File: src/rtl/mem_arbiter_if.sv
// Line-transaction bus between a cache-side master and a memory-side slave.
// The master drives the request fields; the slave returns an ack pulse and read data.
interface mem_arbiter_if #(
    parameter int unsigned ADDR_W = 32,
    parameter int unsigned DATA_W = 256
) ();
    logic              enable;
    logic              write;
    logic [ADDR_W-1:0] addr;
    logic [DATA_W-1:0] wdata;
    logic              ack;
    logic [DATA_W-1:0] rdata;

    modport master (output enable, write, addr, wdata, input ack, rdata);
    modport slave  (input enable, write, addr, wdata, output ack, rdata);
endinterface

File: src/rtl/mem_arbiter.sv
// Two-master arbiter sharing one Data_Memory port between icache refill (m0) and dcache (m1).
// Latches the winning request for the whole transaction and routes the ack back to it only.
module mem_arbiter #(
    parameter int unsigned ADDR_W     = 32,
    parameter int unsigned DATA_W     = 256,
    parameter bit          FIXED_PRIO = 1'b0
) (
    input  logic                clk_i,
    input  logic                rst_i,
    mem_arbiter_if.slave        m0,
    mem_arbiter_if.slave        m1,
    mem_arbiter_if.master       mem,
    output logic [1:0]          grant_o,
    output logic                busy_o
);
    typedef enum logic [1:0] {StIdle, StBusy, StRelease} state_e;

    state_e            state_q, state_d;
    logic              en_q, en_d;
    logic              wr_q, wr_d;
    logic [ADDR_W-1:0] addr_q, addr_d;
    logic [DATA_W-1:0] data_q, data_d;
    logic [1:0]        grant_q, grant_d;
    logic              last_m1_q, last_m1_d;  // 1: m1 was served last
    logic              pick_m1;
    logic              ack_now;

    always_comb begin
        state_d   = state_q;
        en_d      = en_q;
        wr_d      = wr_q;
        addr_d    = addr_q;
        data_d    = data_q;
        grant_d   = grant_q;
        last_m1_d = last_m1_q;

        if (m0.enable && m1.enable) begin
            pick_m1 = FIXED_PRIO ? 1'b1 : ~last_m1_q;
        end else begin
            pick_m1 = m1.enable;
        end

        unique case (state_q)
            StIdle: begin
                if (m0.enable || m1.enable) begin
                    state_d = StBusy;
                    en_d    = 1'b1;
                    grant_d = pick_m1 ? 2'b10 : 2'b01;
                    wr_d    = pick_m1 ? m1.write : m0.write;
                    addr_d  = pick_m1 ? m1.addr  : m0.addr;
                    data_d  = pick_m1 ? m1.wdata : m0.wdata;
                end
            end
            StBusy: begin
                if (mem.ack) begin
                    state_d   = StRelease;
                    en_d      = 1'b0;
                    wr_d      = 1'b0;
                    last_m1_d = grant_q[1];
                end
            end
            StRelease: begin
                // Unsampled cycle so the acked master can drop its enable.
                state_d = StIdle;
                grant_d = 2'b00;
            end
            default: state_d = StIdle;
        endcase
    end

    always_ff @(posedge clk_i) begin
        if (rst_i) begin
            state_q   <= StIdle;
            en_q      <= 1'b0;
            wr_q      <= 1'b0;
            addr_q    <= '0;
            data_q    <= '0;
            grant_q   <= 2'b00;
            last_m1_q <= 1'b1;
        end else begin
            state_q   <= state_d;
            en_q      <= en_d;
            wr_q      <= wr_d;
            addr_q    <= addr_d;
            data_q    <= data_d;
            grant_q   <= grant_d;
            last_m1_q <= last_m1_d;
        end
    end

    assign ack_now = (state_q == StBusy) && mem.ack;

    assign m0.ack   = ack_now && grant_q[0];
    assign m0.rdata = (ack_now && grant_q[0]) ? mem.rdata : '0;
    assign m1.ack   = ack_now && grant_q[1];
    assign m1.rdata = (ack_now && grant_q[1]) ? mem.rdata : '0;

    assign mem.enable = en_q;
    assign mem.write  = wr_q;
    assign mem.addr   = addr_q;
    assign mem.wdata  = data_q;

    assign grant_o = grant_q;
    assign busy_o  = (state_q != StIdle);
endmodule

File: src/flat_wrapper.sv
// flat-port wrapper written by rule: the top's interface ports become plain ports
module mem_arbiter_flat 
#(
    parameter int unsigned ADDR_W     = 32,
    parameter int unsigned DATA_W     = 256,
    parameter bit          FIXED_PRIO = 1'b0
)
  (clk_i, rst_i, grant_o, busy_o, m0_enable, m0_write, m0_addr, m0_wdata, m0_ack, m0_rdata, m1_enable, m1_write, m1_addr, m1_wdata, m1_ack, m1_rdata, mem_enable, mem_write, mem_addr, mem_wdata, mem_ack, mem_rdata);
  mem_arbiter_if #(.ADDR_W(ADDR_W), .DATA_W(DATA_W)) m0_i ();
  mem_arbiter_if #(.ADDR_W(ADDR_W), .DATA_W(DATA_W)) m1_i ();
  mem_arbiter_if #(.ADDR_W(ADDR_W), .DATA_W(DATA_W)) mem_i ();
  input  logic clk_i;
  input  logic rst_i;
  output logic [1:0] grant_o;
  output logic busy_o;
  input wire logic [$bits(m0_i.enable)-1:0] m0_enable;
  input wire logic [$bits(m0_i.write)-1:0] m0_write;
  input wire logic [$bits(m0_i.addr)-1:0] m0_addr;
  input wire logic [$bits(m0_i.wdata)-1:0] m0_wdata;
  output wire logic [$bits(m0_i.ack)-1:0] m0_ack;
  output wire logic [$bits(m0_i.rdata)-1:0] m0_rdata;
  input wire logic [$bits(m1_i.enable)-1:0] m1_enable;
  input wire logic [$bits(m1_i.write)-1:0] m1_write;
  input wire logic [$bits(m1_i.addr)-1:0] m1_addr;
  input wire logic [$bits(m1_i.wdata)-1:0] m1_wdata;
  output wire logic [$bits(m1_i.ack)-1:0] m1_ack;
  output wire logic [$bits(m1_i.rdata)-1:0] m1_rdata;
  output wire logic [$bits(mem_i.enable)-1:0] mem_enable;
  output wire logic [$bits(mem_i.write)-1:0] mem_write;
  output wire logic [$bits(mem_i.addr)-1:0] mem_addr;
  output wire logic [$bits(mem_i.wdata)-1:0] mem_wdata;
  input wire logic [$bits(mem_i.ack)-1:0] mem_ack;
  input wire logic [$bits(mem_i.rdata)-1:0] mem_rdata;
  assign m0_i.enable = m0_enable;
  assign m0_i.write = m0_write;
  assign m0_i.addr = m0_addr;
  assign m0_i.wdata = m0_wdata;
  assign m0_ack = m0_i.ack;
  assign m0_rdata = m0_i.rdata;
  assign m1_i.enable = m1_enable;
  assign m1_i.write = m1_write;
  assign m1_i.addr = m1_addr;
  assign m1_i.wdata = m1_wdata;
  assign m1_ack = m1_i.ack;
  assign m1_rdata = m1_i.rdata;
  assign mem_enable = mem_i.enable;
  assign mem_write = mem_i.write;
  assign mem_addr = mem_i.addr;
  assign mem_wdata = mem_i.wdata;
  assign mem_i.ack = mem_ack;
  assign mem_i.rdata = mem_rdata;
  mem_arbiter #(.ADDR_W(ADDR_W), .DATA_W(DATA_W), .FIXED_PRIO(FIXED_PRIO)) u_core (.clk_i(clk_i), .rst_i(rst_i), .m0(m0_i), .m1(m1_i), .mem(mem_i), .grant_o(grant_o), .busy_o(busy_o));
endmodule
File: config.mk
export PLATFORM = sky130hd
export DESIGN_NAME = mem_arbiter_flat
export DESIGN_NICKNAME = d
export VERILOG_FILES = /design/src/rtl/mem_arbiter_if.sv /design/src/rtl/mem_arbiter.sv /design/src/flat_wrapper.sv
export SDC_FILE = /design/constraint.sdc
export NUM_CORES = 1
export LEC_CHECK = 0
export CAP_MARGIN = 20
export CORE_AREA = 2 2 640 642
export DETAILED_ROUTE_END_ITERATION = 10
export DIE_AREA = 0 0 642 644
export PLACE_DENSITY = 0.3
export REMOVE_ABC_BUFFERS = 1
export SLEW_MARGIN = 20
export SYNTH_ARGS = -nofsm -noshare
export SYNTH_HDL_FRONTEND = slang
export SYNTH_SLANG_ARGS = --single-unit
File: constraint.sdc
create_clock -name clk_i -period 1.9 [get_ports clk_i]
set_clock_uncertainty 0.15 [all_clocks]
set_input_delay 0.57 -clock clk_i [delete_from_list [all_inputs] [get_ports clk_i]]
set_output_delay 0.57 -clock clk_i [all_outputs]
set_load 0.005 [all_outputs]
### Word-level counts from Yosys, hierarchy flattened

Cells that the tools add are included.

| storage, ports and cells | value |
|---|---|
| bits in registers | 295 |
| bits in latches | 0 |
| bits in writable memories | 0 |
| ROM bits | 0 |
| input port bits | 839 |
| output and inout bits | 807 |
| logic and storage cells | 43 |
| memories kept | 0 |

| operators by class | value |
|---|---|
| $add $sub $neg | 0 |
| $mul | 0 |
| div/mod/pow operators | 0 |
| magnitude comparators | 0 |
| equality and inequality tests | 4 |
| shift-type cells | 0 |
| muxes and demuxes | 17 |
| bitwise logic cells | 1 |
| reductions and logical operators | 14 |

Operators by type and width:

| cell | number |
|---|---|
| $mux 256 | 3 |
| $mux 32 | 1 |
| $mux 2 | 4 |
| $pmux 2 s2 | 2 |
| $reduce_and 2->1 | 4 |
| $reduce_bool 2->1 | 3 |
| $mux 1 | 5 |
| $logic_and 1x1->1 | 4 |
| $pmux 1 s2 | 2 |
| $reduce_and 3->1 | 1 |
| $eq 2x1->1 const B | 1 |
| $eq 2x2->1 const B | 1 |
| $logic_not 2->1 | 1 |
| $ne 2x1->1 const B | 1 |
| $ne 2x2->1 const B | 1 |
| $logic_or 1x1->1 | 1 |
| $not 1->1 | 1 |

### Depth between registers and ports, before layout

Gate-level depths: netlist of the first run.

| logic depth | value |
|---|---|
| depth after elaboration | 5 |
| mapped depth | 7 |
| gate-level depth less buffers | 4 |

### Worst setup path after synthesis of the first run

OpenSTA, ideal clock, no wires.

| path | value |
|---|---|
| path type | input port to output port |
| from | in mem_ack |
| to | out m0_rdata[100] |
| arrival time | 1.391 ns |
| data required time | 1.180 ns |
| slack | -0.211 ns |
| cell stages on the path | 5 |
| path buffers | 2 |
| path through | nand3b_2 -> nor2_2 -> buf_2 -> clkbuf_1 -> and2_1 |

| on the way | value |
|---|---|
| word-level cells in the longest chain between the ends | 3 |

Ends and longest elaborated chain:

| item | line | text |
|---|---|---|
| start: declaration | flat_wrapper.sv:32 | `input wire logic [$bits(mem_i.ack)-1:0] mem_ack;` |
| $logic_and 1x1->1 | mem_arbiter.sv:91 | `assign ack_now = (state_q == StBusy) && mem.ack;` |
| $logic_and 1x1->1 | mem_arbiter.sv:94 | `assign m0.rdata = (ack_now && grant_q[0]) ? mem.rdata : '0;` |
| $mux 256 | mem_arbiter.sv:94 |  |
| end: declaration | flat_wrapper.sv:21 | `output wire logic [$bits(m0_i.rdata)-1:0] m0_rdata;` |

Every way passes these cells.

### Final worst setup path of the first run

| path | value |
|---|---|
| from | in mem_ack |
| to | out m0_rdata[203] |

The elaborated chain is that of the path after synthesis.

==> results of run 1 <==
-- area by class of cell --
class                   count  area [sq um]  area share
inverters                   4          22.5    0.000440
diodes                    136           340     0.00665
multi-input cells        1689         10300       0.201
repair buffers           2217         26300       0.515
flip-flops and latches    295          5910       0.115
clock inverters            14           194     0.00379
clock buffers              61          1250      0.0244
well taps                5451          6820       0.133
-- flip-flops by register name (all words and copies together) (netlist names) --
register / cells
u_core.grant_o: 2
u_core.last_m1_q: 1
u_core.mem.addr: 32
u_core.mem.enable: 1
u_core.mem.wdata: 256
u_core.mem.write: 1
u_core.state_q: 2
-- metrics by stage --
stage | power [mW] | setup TNS, ps | instance area [sq um] | util
floorplan | 8.78 | -6788510 | 15800 | -
global placement | 17.6 | -969780 | 47000 | 0.115
detailed placement | 17.5 | -970120 | 47000 | 0.115
CTS | 26.9 | -821910 | 49700 | 0.122
global route | 27.4 | -798360 | 51100 | 0.125
finish | 26.2 | -689030 | 51200 | 0.126
-- power by group through the flow --
stage          Sequential [mW]  Clock (mW)  Combinational (mW)
2_1_floorplan             7.14           0                1.64
3_3_place_gp              7.47           0                10.1
3_5_place_dp              7.47           0                10.0
4_1_cts                   7.36        9.27                10.2
5_1_grt                   7.40        9.38                10.6
6_report                  7.34        8.81                10.0
-- routing by layer --
| metal | share of wire | vias to the layer above | wire (um) | global-route usage |
|---|---|---|---|---|
| li1 | - | 12525 | - | - |
| met1 | 0.31 | 14351 | 116000 | 0.156 |
| met2 | 0.55 | 1772 | 207000 | 0.338 |
| met3 | 0.092 | 561 | 34500 | 0.0670 |
| met4 | 0.045 | 24 | 17000 | 0.0696 |
| met5 | 0.00044 | - | 164 | 0 |
-- placed cells by master (no fill, tap or decap), types with 4 or more instances in the layout --
master and count:
sky130_fd_sc_hd__clkbuf_1 10, sky130_fd_sc_hd__buf_4 393, sky130_fd_sc_hd__dlymetal6s2s_1 23, sky130_fd_sc_hd__clkbuf_16 61, sky130_fd_sc_hd__buf_6 144, sky130_fd_sc_hd__buf_16 23
sky130_fd_sc_hd__clkdlybuf4s15_2 28, sky130_fd_sc_hd__o21ai_0 289, sky130_fd_sc_hd__and2_1 350, sky130_fd_sc_hd__clkdlybuf4s50_1 969, sky130_fd_sc_hd__buf_2 45, sky130_fd_sc_hd__dlygate4sd2_1 39
sky130_fd_sc_hd__nor2_4 4, sky130_fd_sc_hd__buf_12 459, sky130_fd_sc_hd__diode_2 136, sky130_fd_sc_hd__clkinv_2 6, sky130_fd_sc_hd__clkbuf_2 51, sky130_fd_sc_hd__buf_8 25
sky130_fd_sc_hd__a31oi_1 288, sky130_fd_sc_hd__dfxtp_1 293, sky130_fd_sc_hd__nand4_1 288, sky130_fd_sc_hd__nand3_1 289, sky130_fd_sc_hd__clkbuf_8 6, sky130_fd_sc_hd__and2_4 162
-- worst reg2reg max path: stages (launching register included) --
cell	delay (ps)
sky130_fd_sc_hd__dfxtp_2	340
sky130_fd_sc_hd__buf_4	150
sky130_fd_sc_hd__nor2_4	140
sky130_fd_sc_hd__buf_12	150
sky130_fd_sc_hd__buf_12	220
sky130_fd_sc_hd__buf_12	240
sky130_fd_sc_hd__buf_12	340
sky130_fd_sc_hd__nand4_1	220
sky130_fd_sc_hd__a31oi_1	250
-- final timing paths --
check,start,endpoint,cells after the start
hold / removal,rst_i,u_core.mem.wdata[59],2
setup reg to reg,u_core.state_q[1],u_core.mem.wdata[156],8
setup / recovery,mem_ack,m0_rdata[203],10
hold reg to reg,u_core.mem.wdata[70],u_core.mem.wdata[70],2
-- timing repair --
action | in CTS | in global routing
setup endpoints to repair | 1092 | 1095
gates resized for setup | 509 | 663
setup buffers | 43 | 67
cloned | 20 | 19
pin swaps | 28 | 30
-- cells by family after synthesis --
group,share of synthesized area
simple gates,0.381
buf+inv,0.0785
mux,0.000585
compound gates,0.194
flops,0.345
==> report_table.html, run 1 <==
<table>
<tr><th>Metric</th><th>Value</th></tr>
<tr><th colspan="2">Status</th></tr>
<tr><td>Run status</td><td>complete, but fails checks</td></tr>
<tr><td>Violations in the final reports</td><td>negative setup slack</td></tr>
<tr><th colspan="2">Setup path</th></tr>
<tr><td>Type of the worst setup path</td><td>in2out</td></tr>
<tr><td>Critical Path Fanout Max</td><td>7</td></tr>
<tr><td>Setup slack, reg-to-reg</td><td>-370 ps</td></tr>
<tr><td>Buf/Inv on CP</td><td>7</td></tr>
<tr><td>Gate family responsible for the most delay along the worst path</td><td>buffers and inverters</td></tr>
<tr><td>Type of origin of the critical path</td><td>input port</td></tr>
<tr><td>Critical path required time</td><td>~1200 ps</td></tr>
<tr><td>Longest individual stage delay on the worst path</td><td>roughly 480 ps</td></tr>
<tr><td>Data arrival time of the critical path</td><td>between 2000 and 3000 ps</td></tr>
<tr><td>Kind of capture point of the worst setup path</td><td>primary output</td></tr>
<tr><td>Cells along the critical path</td><td>dlygate4sd2_1 -&gt; nand3b_4 -&gt; nor2_4 -&gt; clkbuf_16 -&gt; buf_6 -&gt; clkbuf_16 -&gt; buf_8 -&gt; buf_6 -&gt; and2_1 -&gt; clkdlybuf4s15_2</td></tr>
<tr><td>Slowest cell on the critical path</td><td>sky130_fd_sc_hd__dlygate4sd2_1</td></tr>
<tr><th colspan="2">Logic synthesis</th></tr>
<tr><td>Top cell types by occurrence after synthesis</td><td>512 x sky130_fd_sc_hd__and2_1, 295 x sky130_fd_sc_hd__dfxtp_1, 289 x sky130_fd_sc_hd__nand3_1, 289 x sky130_fd_sc_hd__o21ai_0</td></tr>
<tr><td>Proportion of synthesized flip-flops having asynchronous set or reset</td><td>0</td></tr>
<tr><td>Number of instances in the synthesized netlist</td><td>2,300</td></tr>
<tr><td>EDFF count, synth</td><td>0</td></tr>
<tr><td>Post-synth cell types</td><td>28</td></tr>
<tr><td>Flops &amp; latches, synth</td><td>295</td></tr>
<tr><td>Yosys warning count</td><td>0</td></tr>
<tr><td>Cell taking the most area after synthesis</td><td>sky130_fd_sc_hd__dfxtp_1</td></tr>
<tr><td>Most common flop cell mapped by yosys</td><td>sky130_fd_sc_hd__dfxtp_1</td></tr>
<tr><td>Cell with the most instances after synthesis</td><td>sky130_fd_sc_hd__and2_1</td></tr>
<tr><td>Average instance area after synthesis</td><td>roughly 7.4 sq um</td></tr>
<tr><td>Top area cells in the synthesized netlist</td><td>sky130_fd_sc_hd__dfxtp_1 35%, sky130_fd_sc_hd__and2_1 19%, sky130_fd_sc_hd__a31oi_1 11%, sky130_fd_sc_hd__nand4_1 11%, sky130_fd_sc_hd__nand3_1 8.5%</td></tr>
<tr><td>Post-synthesis sequential area ratio</td><td>0.345</td></tr>
<tr><td>Share of Yosys cell area claimed by the top area cell type</td><td>0.345</td></tr>
<tr><td>Synth Cell Area</td><td>0.0171 sq mm</td></tr>
<tr><th colspan="2">STA</th></tr>
<tr><td>Worst path setup slack after routing</td><td>-1320 ps</td></tr>
<tr><td>RSZ-0062 raised after global routing</td><td>true</td></tr>
<tr><td>Final cycle utilization of the critical path</td><td>1.69</td></tr>
<tr><td>Worst Hold Margin</td><td>194 ps</td></tr>
<tr><td>Maximum operating frequency</td><td>311 MHz</td></tr>
<tr><td>Slew of the pin with the lowest slew margin</td><td>between 900 and 1000 ps</td></tr>
<tr><td>Total count of max-transition violations in the final report</td><td>0</td></tr>
<tr><td>Final count of hold timing violations</td><td>0</td></tr>
<tr><td>Worst slew margin</td><td>0.375</td></tr>
<tr><td>Minimum period implied by the final worst setup slack</td><td>between 3000 and 4000 ps</td></tr>
<tr><td>Setup-violating endpoint count in the final report</td><td>1,081</td></tr>
<tr><th colspan="2">Detailed routing</th></tr>
<tr><td>Wirelength, routed</td><td>375 mm</td></tr>
<tr><td>Vias post-DR</td><td>29.2k</td></tr>
<tr><td>DRC</td><td>0</td></tr>
<tr><td>Initial DRC Count</td><td>approximately 2.1k</td></tr>
<tr><td>Number of search-and-repair iterations in the first detailed-routing pass</td><td>7</td></tr>
<tr><td>Ratio of routed vias to standard cells</td><td>2.96</td></tr>
<tr><td>Post-route antenna net violation count</td><td>0</td></tr>
<tr><td>WL/cell</td><td>38.0 um</td></tr>
<tr><th colspan="2">Clock tree</th></tr>
<tr><td>Clock tree from TritonCTS</td><td>yes</td></tr>
<tr><td>Worst skew pair latency</td><td>690 ps</td></tr>
<tr><td>CTS clock-pin slew for the worst setup and hold paths</td><td>approximately 60 ps</td></tr>
<tr><td>Max clock buf depth</td><td>3</td></tr>
<tr><td>Number of clock sinks seen by CTS</td><td>295</td></tr>
<tr><td>Clock root buffer</td><td>sky130_fd_sc_hd__clkbuf_16</td></tr>
<tr><td>Cts bufs inserted</td><td>45</td></tr>
<tr><td>Count of hold-fix buffers inserted at cts</td><td>0</td></tr>
<tr><td>H-tree Lvls</td><td>2</td></tr>
<tr><th colspan="2">Finish</th></tr>
<tr><td>Synthesis-to-layout area growth</td><td>199%</td></tr>
<tr><td>Layout net count</td><td>5,091</td></tr>
<tr><td>Final Instance Count excl. Fillers</td><td>9,867</td></tr>
<tr><td>Ratio of cells with drive above 1 in the final layout</td><td>0.332</td></tr>
<tr><td>Fillcell total</td><td>47.0k</td></tr>
<tr><th colspan="2">Power and ir drop</th></tr>
<tr><td>Int Pwr</td><td>16.6 mW</td></tr>
<tr><td>Power share of the sequential group</td><td>0.281</td></tr>
<tr><td>Combinational group share of total power</td><td>0.383</td></tr>
<tr><td>VDD IR max</td><td>approximately 670 uV</td></tr>
<tr><td>Clock Power Share</td><td>0.337</td></tr>
<tr><td>Net switching component of the power</td><td>between 9 and 10 mW</td></tr>
<tr><td>Share of total power consumed by net switching</td><td>0.367</td></tr>
<tr><td>Power density of the placed cells</td><td>511 mW/mm^2</td></tr>
<tr><td>Static leakage power</td><td>approximately 19 nW</td></tr>
<tr><th colspan="2">Global route</th></tr>
<tr><td>Global-route wire length before repair</td><td>438 mm</td></tr>
<tr><td>Vias in the first global route</td><td>roughly 29k</td></tr>
<tr><td>GR Util All Layers</td><td>0.172</td></tr>
<tr><td>Number of antenna violations at the first check in global routing</td><td>272</td></tr>
<tr><td>Largest net degree at the start of global routing</td><td>79</td></tr>
<tr><td>Total congestion overflow</td><td>0</td></tr>
<tr><th colspan="2">Placed design</th></tr>
<tr><td>Worst-case setup slack after placement</td><td>-1820 ps</td></tr>
<tr><td>Hpwl dp</td><td>between 300 and 400 mm</td></tr>
<tr><td>Routability congestion estimate</td><td>between 0.8 and 0.9</td></tr>
<tr><td>DP Cell Count</td><td>9,514</td></tr>
<tr><td>Number of I/O port buffers</td><td>1,645</td></tr>
<tr><th colspan="2">Die</th></tr>
<tr><td>Die area</td><td>roughly 0.41 sq mm</td></tr>
<tr><td>Total core area</td><td>0.408 sq mm</td></tr>
<tr><td>Initial core utilization</td><td>0.0420</td></tr>
<tr><td>Total number of placement rows</td><td>about 240</td></tr>
<tr><td>Die Y</td><td>644 um</td></tr>
<tr><td>Horizontal extent of the die</td><td>between 600 and 700 um</td></tr>
<tr><td>I/O Pins</td><td>roughly 1.6k</td></tr>
<tr><th colspan="2">Min path</th></tr>
<tr><td>Worst hold path class</td><td>in2reg</td></tr>
<tr><th colspan="2">Job</th></tr>
<tr><td>Max Cap Violations</td><td>0</td></tr>
</table>
(Power assumes the default switching activity.)
==> inputs of run 2 (changes only) <==
--- a/config.mk
+++ b/config.mk
@@ -7,8 +7,10 @@
 export LEC_CHECK = 0
 export CAP_MARGIN = 20
 export CORE_AREA = 2 2 640 642
+export CTS_BUF_LIST = sky130_fd_sc_hd__clkbuf_4 sky130_fd_sc_hd__clkbuf_8
 export DETAILED_ROUTE_END_ITERATION = 10
 export DIE_AREA = 0 0 642 644
+export GPL_TIMING_DRIVEN = 1
 export PLACE_DENSITY = 0.3
 export REMOVE_ABC_BUFFERS = 1
 export SLEW_MARGIN = 20
==> run 2 against run 1 <==
Compared with the run above:
- the run still ends with negative setup slack left
- sequential share of layout area shrank 0.26 points
- critical path type unchanged
- core utilization grew 0.29 points
- sequential cell count is the same
- largest power group unchanged
- worst setup slack lost 260 ps
- wire length is essentially flat
- via count grew 1.7%
- first-iteration DRC count shrank 4.6%
- fmax shrank 7.4%
- clock power is essentially flat
==> report_table.html, run 2 (synthesis results as in run 1) <==
<table>
<tr><th>Metric</th><th>Value</th></tr>
<tr><th colspan="2">Setup path</th></tr>
<tr><td>Slowest cell on the critical path</td><td>sky130_fd_sc_hd__clkdlybuf4s50_1 (was sky130_fd_sc_hd__dlygate4sd2_1)</td></tr>
<tr><td>Kind of capture point of the worst setup path</td><td>primary output (unchanged)</td></tr>
<tr><td>Longest individual stage delay on the worst path</td><td>740 ps (was 480 ps)</td></tr>
<tr><td>Source of the worst register-to-register timing path</td><td>u_core.state_q[0] (was u_core.state_q[1])</td></tr>
<tr><td>Type of origin of the critical path</td><td>input port (unchanged)</td></tr>
<tr><td>Cells along the critical path</td><td>clkdlybuf4s50_1 -&gt; nand3b_4 -&gt; nor2_4 -&gt; buf_12 -&gt; buf_16 -&gt; and2_1 -&gt; clkdlybuf4s50_1 (was dlygate4sd2_1 -&gt; nand3b_4 -&gt; nor2_4 -&gt; clkbuf_16 -&gt; buf_6 -&gt; clkbuf_16 -&gt; buf_8 -&gt; buf_6 -&gt; and2_1 -&gt; clkdlybuf4s15_2)</td></tr>
<tr><td>Type of the worst setup path</td><td>in2out (unchanged)</td></tr>
<tr><td>Most Frequent Cell on Critical Path</td><td>sky130_fd_sc_hd__clkdlybuf4s50_1</td></tr>
<tr><td>Critical Path Fanout Max</td><td>13 (was 7)</td></tr>
<tr><td>Buf/Inv on CP</td><td>4 (was 7)</td></tr>
<tr><td>Critical path required time</td><td>1180 ps (about the same)</td></tr>
<tr><td>Data arrival time of the critical path</td><td>2760 ps (was 2500 ps)</td></tr>
<tr><td>Gate family responsible for the most delay along the worst path</td><td>buffers and inverters (unchanged)</td></tr>
<tr><td>Launch point of the critical path</td><td>mem_ack (unchanged)</td></tr>
<tr><th colspan="2">Detailed routing</th></tr>
<tr><td>Ratio of routed vias to standard cells</td><td>2.95 (was 2.96)</td></tr>
<tr><td>Initial DRC Count</td><td>1,994 (was 2,090)</td></tr>
<tr><td>Vias post-DR</td><td>29.7k (was 29.2k)</td></tr>
<tr><td>Number of search-and-repair iterations in the first detailed-routing pass</td><td>7 (unchanged)</td></tr>
<tr><td>Wirelength, routed</td><td>375 mm (about the same)</td></tr>
<tr><td>WL/cell</td><td>37.2 um (was 38.0 um)</td></tr>
<tr><td>Post-route antenna net violation count</td><td>0 (unchanged)</td></tr>
<tr><td>DRC</td><td>0 (unchanged)</td></tr>
<tr><th colspan="2">STA</th></tr>
<tr><td>Worst path setup slack after routing</td><td>-1580 ps (was -1320 ps)</td></tr>
<tr><td>Maximum operating frequency</td><td>288 MHz (was 311 MHz)</td></tr>
<tr><td>Setup-violating endpoint count in the final report</td><td>1,086 (was 1,081)</td></tr>
<tr><td>Final cycle utilization of the critical path</td><td>1.83 (was 1.69)</td></tr>
<tr><td>RSZ-0062 raised after global routing</td><td>true (unchanged)</td></tr>
<tr><td>Setup TNS after final layout</td><td>-870,440 ps (was -689,030 ps)</td></tr>
<tr><td>Final count of hold timing violations</td><td>0 (unchanged)</td></tr>
<tr><td>Slew of the pin with the lowest slew margin</td><td>850 ps (was 935 ps)</td></tr>
<tr><td>Worst slew margin</td><td>0.432 (was 0.375)</td></tr>
<tr><td>Total count of max-transition violations in the final report</td><td>0 (unchanged)</td></tr>
<tr><td>Minimum period implied by the final worst setup slack</td><td>3480 ps (was 3220 ps)</td></tr>
<tr><td>Worst Hold Margin</td><td>133 ps (was 194 ps)</td></tr>
<tr><th colspan="2">Global route</th></tr>
<tr><td>Vias in the first global route</td><td>29.2k (was 28.6k)</td></tr>
<tr><td>Largest net degree at the start of global routing</td><td>79 (unchanged)</td></tr>
<tr><td>GR Util All Layers</td><td>0.172 (about the same)</td></tr>
<tr><td>Global-route wire length before repair</td><td>438 mm (about the same)</td></tr>
<tr><td>Number of antenna violations at the first check in global routing</td><td>266 (was 272)</td></tr>
<tr><td>Total congestion overflow</td><td>0 (unchanged)</td></tr>
<tr><th colspan="2">Power and ir drop</th></tr>
<tr><td>Static leakage power</td><td>19.0 nW (was 18.6 nW)</td></tr>
<tr><td>Net switching component of the power</td><td>9.63 mW (was 9.60 mW)</td></tr>
<tr><td>Clock Power Share</td><td>0.335 (was 0.337)</td></tr>
<tr><td>VDD IR max</td><td>382 uV (was 669 uV)</td></tr>
<tr><td>Int Pwr</td><td>16.8 mW (was 16.6 mW)</td></tr>
<tr><td>Power share of the sequential group</td><td>0.278 (was 0.281)</td></tr>
<tr><td>Power density of the placed cells</td><td>504 mW/mm^2 (was 511 mW/mm^2)</td></tr>
<tr><td>Combinational group share of total power</td><td>0.387 (was 0.383)</td></tr>
<tr><td>Share of total power consumed by net switching</td><td>0.365 (was 0.367)</td></tr>
<tr><th colspan="2">Placed design</th></tr>
<tr><td>Routability congestion estimate</td><td>0.899 (unchanged)</td></tr>
<tr><td>Hpwl dp</td><td>332 mm (unchanged)</td></tr>
<tr><td>Area after detailed placement</td><td>0.0470 sq mm (unchanged)</td></tr>
<tr><td>Number of I/O port buffers</td><td>1,645 (unchanged)</td></tr>
<tr><td>Worst-case setup slack after placement</td><td>-1820 ps (unchanged)</td></tr>
<tr><th colspan="2">Die</th></tr>
<tr><td>Total number of placement rows</td><td>235 (unchanged)</td></tr>
<tr><td>Total core area</td><td>0.408 sq mm (unchanged)</td></tr>
<tr><td>Die Y</td><td>644 um (unchanged)</td></tr>
<tr><td>Initial core utilization</td><td>0.0420 (unchanged)</td></tr>
<tr><td>Horizontal extent of the die</td><td>642 um (unchanged)</td></tr>
<tr><td>I/O Pins</td><td>1,646 (unchanged)</td></tr>
<tr><td>Die area</td><td>0.413 sq mm (unchanged)</td></tr>
<tr><th colspan="2">Finish</th></tr>
<tr><td>Commonest non-fill, non-tap cell in the layout</td><td>sky130_fd_sc_hd__clkdlybuf4s50_1 (unchanged)</td></tr>
<tr><td>Layout net count</td><td>5,223 (was 5,091)</td></tr>
<tr><td>Ratio of cells with drive above 1 in the final layout</td><td>0.332 (about the same)</td></tr>
<tr><td>Most frequent cells in the layout</td><td>968 x sky130_fd_sc_hd__clkdlybuf4s50_1, 460 x sky130_fd_sc_hd__buf_12, 390 x sky130_fd_sc_hd__buf_4, 355 x sky130_fd_sc_hd__and2_1, 293 x sky130_fd_sc_hd__dfxtp_1 (was 969 x sky130_fd_sc_hd__clkdlybuf4s50_1, 459 x sky130_fd_sc_hd__buf_12, 393 x sky130_fd_sc_hd__buf_4, 350 x sky130_fd_sc_hd__and2_1, 293 x sky130_fd_sc_hd__dfxtp_1)</td></tr>
<tr><td>Largest register FFs</td><td>256 (unchanged)</td></tr>
<tr><td>Final non-filler cell area</td><td>0.0524 sq mm (was 0.0512 sq mm)</td></tr>
<tr><td>Finished Core Util</td><td>0.128 (was 0.126)</td></tr>
<tr><td>Synthesis-to-layout area growth</td><td>206% (was 199%)</td></tr>
<tr><th colspan="2">Min path</th></tr>
<tr><td>Worst hold path class</td><td>in2reg (unchanged)</td></tr>
<tr><td>Hold path start</td><td>m1_wdata[252] (was rst_i)</td></tr>
<tr><th colspan="2">Clock tree</th></tr>
<tr><td>Worst skew pair latency</td><td>870 ps (was 690 ps)</td></tr>
<tr><td>Number of clock sinks seen by CTS</td><td>295 (unchanged)</td></tr>
<tr><td>H-tree Lvls</td><td>3 (was 2)</td></tr>
<tr><td>CTS clock-pin slew for the worst setup and hold paths</td><td>60 ps (about the same)</td></tr>
<tr><td>Clock root buffer</td><td>sky130_fd_sc_hd__clkbuf_8 (was sky130_fd_sc_hd__clkbuf_16)</td></tr>
<tr><td>Cts bufs inserted</td><td>75 (was 45)</td></tr>
<tr><td>Clock tree from TritonCTS</td><td>yes (unchanged)</td></tr>
<tr><td>Max clock buf depth</td><td>4 (was 3)</td></tr>
<tr><th colspan="2">Status</th></tr>
<tr><td>Violations in the final reports</td><td>negative setup slack (unchanged)</td></tr>
<tr><td>Run status</td><td>complete, but fails checks (unchanged)</td></tr>
<tr><th colspan="2">Job</th></tr>
<tr><td>Max Cap Violations</td><td>0 (unchanged)</td></tr>
</table>
run 2: power groups by stage:
| stage | combinational (mW) | sequential (mW) | clock [mW] |
|---|---|---|---|
| 2_1_floorplan | 1.64 | 7.14 | 0 |
| 3_3_place_gp | 10.1 | 7.47 | 0 |
| 3_5_place_dp | 10.0 | 7.47 | 0 |
| 4_1_cts | 10.4 | 7.36 | 9.33 |
| 5_1_grt | 10.8 | 7.40 | 9.54 |
| 6_report | 10.2 | 7.34 | 8.83 |
run 2: layout make-up:
| type | count | area, sq um |
|---|---|---|
| Inverter | 4 | 22.5 |
| Sequential cell | 295 | 5910 |
| Tap cell | 5451 | 6820 |
| Clock buffer | 107 | 1350 |
| Timing Repair Buffer | 2319 | 27300 |
| Clock inverter | 14 | 158 |
| Multi-Input combinational cell | 1689 | 10300 |
| Antenna cell | 191 | 478 |
| Fill cell | 46932 | 355000 |
run 2: per-layer routing:
metal	routed length, um	global-route usage	part of all wire	vias to the layer above
li1	-	-	-	12853
met1	120000	0.159	0.32	14674
met2	207000	0.336	0.55	1658
met3	30300	0.0608	0.081	536
met4	17200	0.0737	0.046	18
met5	116	0.00659	0.00031	-
run 2: repair_timing:
item / in CTS / in global routing
hold endpoints to repair: 82 / 0
setup buffers: 17 / 78
setup endpoints to repair: 1095 / 1095
hold buffers: 121 / 0
gates resized for setup: 294 / 884
cloned: 8 / 25
pin swaps: 4 / 52
run 2: worst min-delay path, stage by stage:
cell and delay [ps]:
sky130_fd_sc_hd__clkdlybuf4s50_1 410, sky130_fd_sc_hd__nand3_1 70, sky130_fd_sc_hd__a31oi_1 80
run 2: final timing paths:
check,to,cells past startpoint,slack (ps)
worst max-delay path,m0_rdata[58],7,-1580
worst min-delay path,u_core.mem.wdata[252],3,130
worst max register to register,u_core.mem.wdata[62],8,-420
worst min register to register,u_core.mem.wdata[70],2,330
run 2: metrics by stage:
stage,total power [mW],std cells
final,26.4,10070
after global routing,27.7,10039
after CTS,27.1,9781
after detailed placement,17.5,9514
after global placement,17.6,9514
after floorplan,8.78,1988
==> inputs of run 3 (changes only) <==
--- a/config.mk
+++ b/config.mk
@@ -12,7 +12,6 @@
 export DIE_AREA = 0 0 642 644
 export GPL_TIMING_DRIVEN = 1
 export PLACE_DENSITY = 0.3
-export REMOVE_ABC_BUFFERS = 1
 export SLEW_MARGIN = 20
 export SYNTH_ARGS = -nofsm -noshare
 export SYNTH_HDL_FRONTEND = slang
==> run 3 against run 2 <==
Compared with the run above:
- wire length fell by 19%
- critical endpoint is now m1_rdata[118]
- cell count is 1.8% lower
- die area unchanged
- sequential share of layout area up 0.70 points
- global-route usage shrank 3.3 points
- combinational power fell by 8%
- the run still ends with negative setup slack left
==> report_table.html, run 3 (synthesis results as in run 1) <==
<table>
<tr><th>Metric</th><th>Value</th></tr>
<tr><th colspan="2">Status</th></tr>
<tr><td>Run status</td><td>complete, but fails checks (unchanged)</td></tr>
<tr><td>Violations in the final reports</td><td>negative setup slack (unchanged)</td></tr>
<tr><th colspan="2">STA</th></tr>
<tr><td>Minimum period implied by the final worst setup slack</td><td>3520 ps (was 3480 ps)</td></tr>
<tr><td>Worst Hold Margin</td><td>133 ps (about the same)</td></tr>
<tr><td>RSZ-0062 raised after global routing</td><td>true (unchanged)</td></tr>
<tr><td>Setup-violating endpoint count in the final report</td><td>1,006 (was 1,086)</td></tr>
<tr><td>Total count of max-transition violations in the final report</td><td>0 (unchanged)</td></tr>
<tr><td>Worst path setup slack after routing</td><td>-1620 ps (was -1580 ps)</td></tr>
<tr><td>Maximum operating frequency</td><td>284 MHz (was 288 MHz)</td></tr>
<tr><td>Worst slew margin</td><td>0.561 (was 0.432)</td></tr>
<tr><td>Slew of the pin with the lowest slew margin</td><td>657 ps (was 850 ps)</td></tr>
<tr><td>Final count of hold timing violations</td><td>0 (unchanged)</td></tr>
<tr><td>Final cycle utilization of the critical path</td><td>1.85 (was 1.83)</td></tr>
<tr><th colspan="2">Global route</th></tr>
<tr><td>Number of antenna violations at the first check in global routing</td><td>164 (was 266)</td></tr>
<tr><td>Total congestion overflow</td><td>0 (unchanged)</td></tr>
<tr><td>Largest net degree at the start of global routing</td><td>67 (was 79)</td></tr>
<tr><td>Vias in the first global route</td><td>28.3k (was 29.2k)</td></tr>
<tr><td>Global-route wire length before repair</td><td>367 mm (was 438 mm)</td></tr>
<tr><td>GR Util All Layers</td><td>0.140 (was 0.172)</td></tr>
<tr><th colspan="2">Detailed routing</th></tr>
<tr><td>WL/cell</td><td>30.8 um (was 37.2 um)</td></tr>
<tr><td>Vias post-DR</td><td>28.9k (was 29.7k)</td></tr>
<tr><td>Ratio of routed vias to standard cells</td><td>2.92 (was 2.95)</td></tr>
<tr><td>Post-route antenna net violation count</td><td>0 (unchanged)</td></tr>
<tr><td>DRC</td><td>0 (unchanged)</td></tr>
<tr><td>Number of search-and-repair iterations in the first detailed-routing pass</td><td>5 (was 7)</td></tr>
<tr><td>Wirelength, routed</td><td>305 mm (was 375 mm)</td></tr>
<tr><td>Initial DRC Count</td><td>2,190 (was 1,994)</td></tr>
<tr><th colspan="2">Power and ir drop</th></tr>
<tr><td>VDD IR max</td><td>382 uV (about the same)</td></tr>
<tr><td>Power density of the placed cells</td><td>526 mW/mm^2 (was 504 mW/mm^2)</td></tr>
<tr><td>Pwr Total</td><td>25.9 mW (was 26.4 mW)</td></tr>
<tr><td>Static leakage power</td><td>17.8 nW (was 19.0 nW)</td></tr>
<tr><th colspan="2">Finish</th></tr>
<tr><td>Synthesis-to-layout area growth</td><td>188% (was 206%)</td></tr>
<tr><td>Final Instance Count excl. Fillers</td><td>9,888 (was 10.1k)</td></tr>
<tr><td>Commonest non-fill, non-tap cell in the layout</td><td>sky130_fd_sc_hd__clkdlybuf4s50_1 (unchanged)</td></tr>
<tr><td>Layout net count</td><td>5,159 (was 5,223)</td></tr>
<tr><td>Fillcell total</td><td>47.0k (was 46.9k)</td></tr>
<tr><td>Ratio of cells with drive above 1 in the final layout</td><td>0.265 (was 0.332)</td></tr>
<tr><td>Largest register FFs</td><td>256 (unchanged)</td></tr>
<tr><td>Final non-filler cell area</td><td>0.0493 sq mm (was 0.0524 sq mm)</td></tr>
<tr><td>Most frequent cells in the layout</td><td>1,127 x sky130_fd_sc_hd__clkdlybuf4s50_1, 446 x sky130_fd_sc_hd__and2_1, 390 x sky130_fd_sc_hd__buf_4, 305 x sky130_fd_sc_hd__buf_12, 294 x sky130_fd_sc_hd__dfxtp_1 (was 968 x sky130_fd_sc_hd__clkdlybuf4s50_1, 460 x sky130_fd_sc_hd__buf_12, 390 x sky130_fd_sc_hd__buf_4, 355 x sky130_fd_sc_hd__and2_1, 293 x sky130_fd_sc_hd__dfxtp_1)</td></tr>
<tr><th colspan="2">Setup path</th></tr>
<tr><td>Data arrival time of the critical path</td><td>2800 ps (was 2760 ps)</td></tr>
<tr><td>Setup slack, reg-to-reg</td><td>-190 ps (was -420 ps)</td></tr>
<tr><td>Critical Path Fanout Max</td><td>6 (was 13)</td></tr>
<tr><td>Type of the worst setup path</td><td>reg2out (was in2out)</td></tr>
<tr><td>Critical path required time</td><td>1180 ps (about the same)</td></tr>
<tr><td>Kind of capture point of the worst setup path</td><td>primary output (unchanged)</td></tr>
<tr><td>Type of origin of the critical path</td><td>register (was input port)</td></tr>
<tr><th colspan="2">Placed design</th></tr>
<tr><td>Routability congestion estimate</td><td>0.930 (was 0.899)</td></tr>
<tr><td>Hpwl dp</td><td>267 mm (was 332 mm)</td></tr>
<tr><td>Area after detailed placement</td><td>0.0451 sq mm (was 0.0470 sq mm)</td></tr>
<tr><td>Number of I/O port buffers</td><td>1,645 (unchanged)</td></tr>
<tr><td>DP Cell Count</td><td>9,478 (was 9,514)</td></tr>
<tr><th colspan="2">Die</th></tr>
<tr><td>Initial core utilization</td><td>0.0420 (unchanged)</td></tr>
<tr><td>I/O Pins</td><td>1,646 (unchanged)</td></tr>
<tr><td>Die area</td><td>0.413 sq mm (unchanged)</td></tr>
<tr><td>Die Y</td><td>644 um (unchanged)</td></tr>
<tr><td>Total number of placement rows</td><td>235 (unchanged)</td></tr>
<tr><td>Horizontal extent of the die</td><td>642 um (unchanged)</td></tr>
<tr><td>Total core area</td><td>0.408 sq mm (unchanged)</td></tr>
<tr><th colspan="2">Clock tree</th></tr>
<tr><td>Max clock buf depth</td><td>4 (unchanged)</td></tr>
<tr><td>Number of clock sinks seen by CTS</td><td>295 (unchanged)</td></tr>
<tr><td>Clock root buffer</td><td>sky130_fd_sc_hd__clkbuf_8 (unchanged)</td></tr>
<tr><td>H-tree Lvls</td><td>3 (unchanged)</td></tr>
<tr><td>Worst skew pair latency</td><td>900 ps (was 870 ps)</td></tr>
<tr><td>Clock tree from TritonCTS</td><td>yes (unchanged)</td></tr>
<tr><td>Cts bufs inserted</td><td>77 (was 75)</td></tr>
<tr><td>CTS clock-pin slew for the worst setup and hold paths</td><td>50 ps (was 60 ps)</td></tr>
<tr><th colspan="2">Job</th></tr>
<tr><td>Max Cap Violations</td><td>0 (unchanged)</td></tr>
<tr><th colspan="2">Min path</th></tr>
<tr><td>Worst hold path class</td><td>in2reg (unchanged)</td></tr>
<tr><th colspan="2">Logic synthesis</th></tr>
<tr><td>Synthesized netlist net count</td><td>approximately 3.1k</td></tr>
</table>
[run 3: cell types whose count changed in the layout (fill, tap and decap cells not counted), sizes merged, moves of 4 or more]
cell and change:
clkinv +4, diode -128, dlygate4sd2 +10, dlygate4sd3 -11, clkdlybuf4s50 +159, clkbuf +8, dlymetal6s2s +7, clkdlybuf4s15 -7
buf -226
[run 3: timing repair]
item,4_1_cts,5_1_grt
hold endpoints to repair,86,0
gates cloned,12,15
buffers inserted,30,51
setup endpoints to repair,1047,1066
resized for setup,327,504
hold buffers,110,0
pin swaps,3,8
[run 3: area by class of cell]
class,count,area [sq um],share of cell area
Tap cell,5451,6820,0.138
Clock buffer,114,1410,0.0287
Clock inverter,19,215,0.00437
Timing Repair Buffer,2253,24700,0.501
Antenna cell,63,158,0.00320
Multi-Input combinational cell,1689,10100,0.204
Inverter,4,22.5,0.000457
Sequential cell,295,5910,0.120
[run 3: critical path: stages (launching register included)]
cell	delay (ps)
sky130_fd_sc_hd__dfxtp_2	320
sky130_fd_sc_hd__nand3b_4	210
sky130_fd_sc_hd__nor2_4	140
sky130_fd_sc_hd__buf_12	140
sky130_fd_sc_hd__buf_12	100
sky130_fd_sc_hd__buf_16	130
sky130_fd_sc_hd__buf_4	120
sky130_fd_sc_hd__and2_1	130
sky130_fd_sc_hd__clkdlybuf4s50_1	590
[run 3: per-layer routing]
| metal | GRT usage | wire (um) |
|---|---|---|
| met5 | 0 | 363 |
| met3 | 0.0510 | 26900 |
| met2 | 0.252 | 154000 |
| met1 | 0.148 | 111000 |
| met4 | 0.0485 | 12700 |
[run 3: path summary, 6_finish.rpt]
path,end,depth (start not counted),startpoint
hold reg to reg,u_core.mem.enable,2,u_core.mem.enable
setup / recovery,m1_rdata[118],8,u_core.state_q[1]
hold / removal,u_core.mem.wdata[219],3,m1_wdata[219]
setup reg to reg,u_core.mem.wdata[136],7,u_core.state_q[0]
[run 3: metrics by stage]
stage	worst slack, ps	setup TNS, ps	util
floorplan	-108	-41930	-
global placement	-2020	-1088320	0.111
detailed placement	-2020	-1086690	0.111
CTS	-1840	-1056940	0.119
global route	-1810	-999590	0.121
finish	-1620	-840020	0.121
[run 3: report_power, final]
part / internal [mW] / switching (mW)
clock: 5.29 / 3.93
sequential: 6.74 / 0.579
combinational: 4.74 / 4.64
total: 16.8 / 9.15
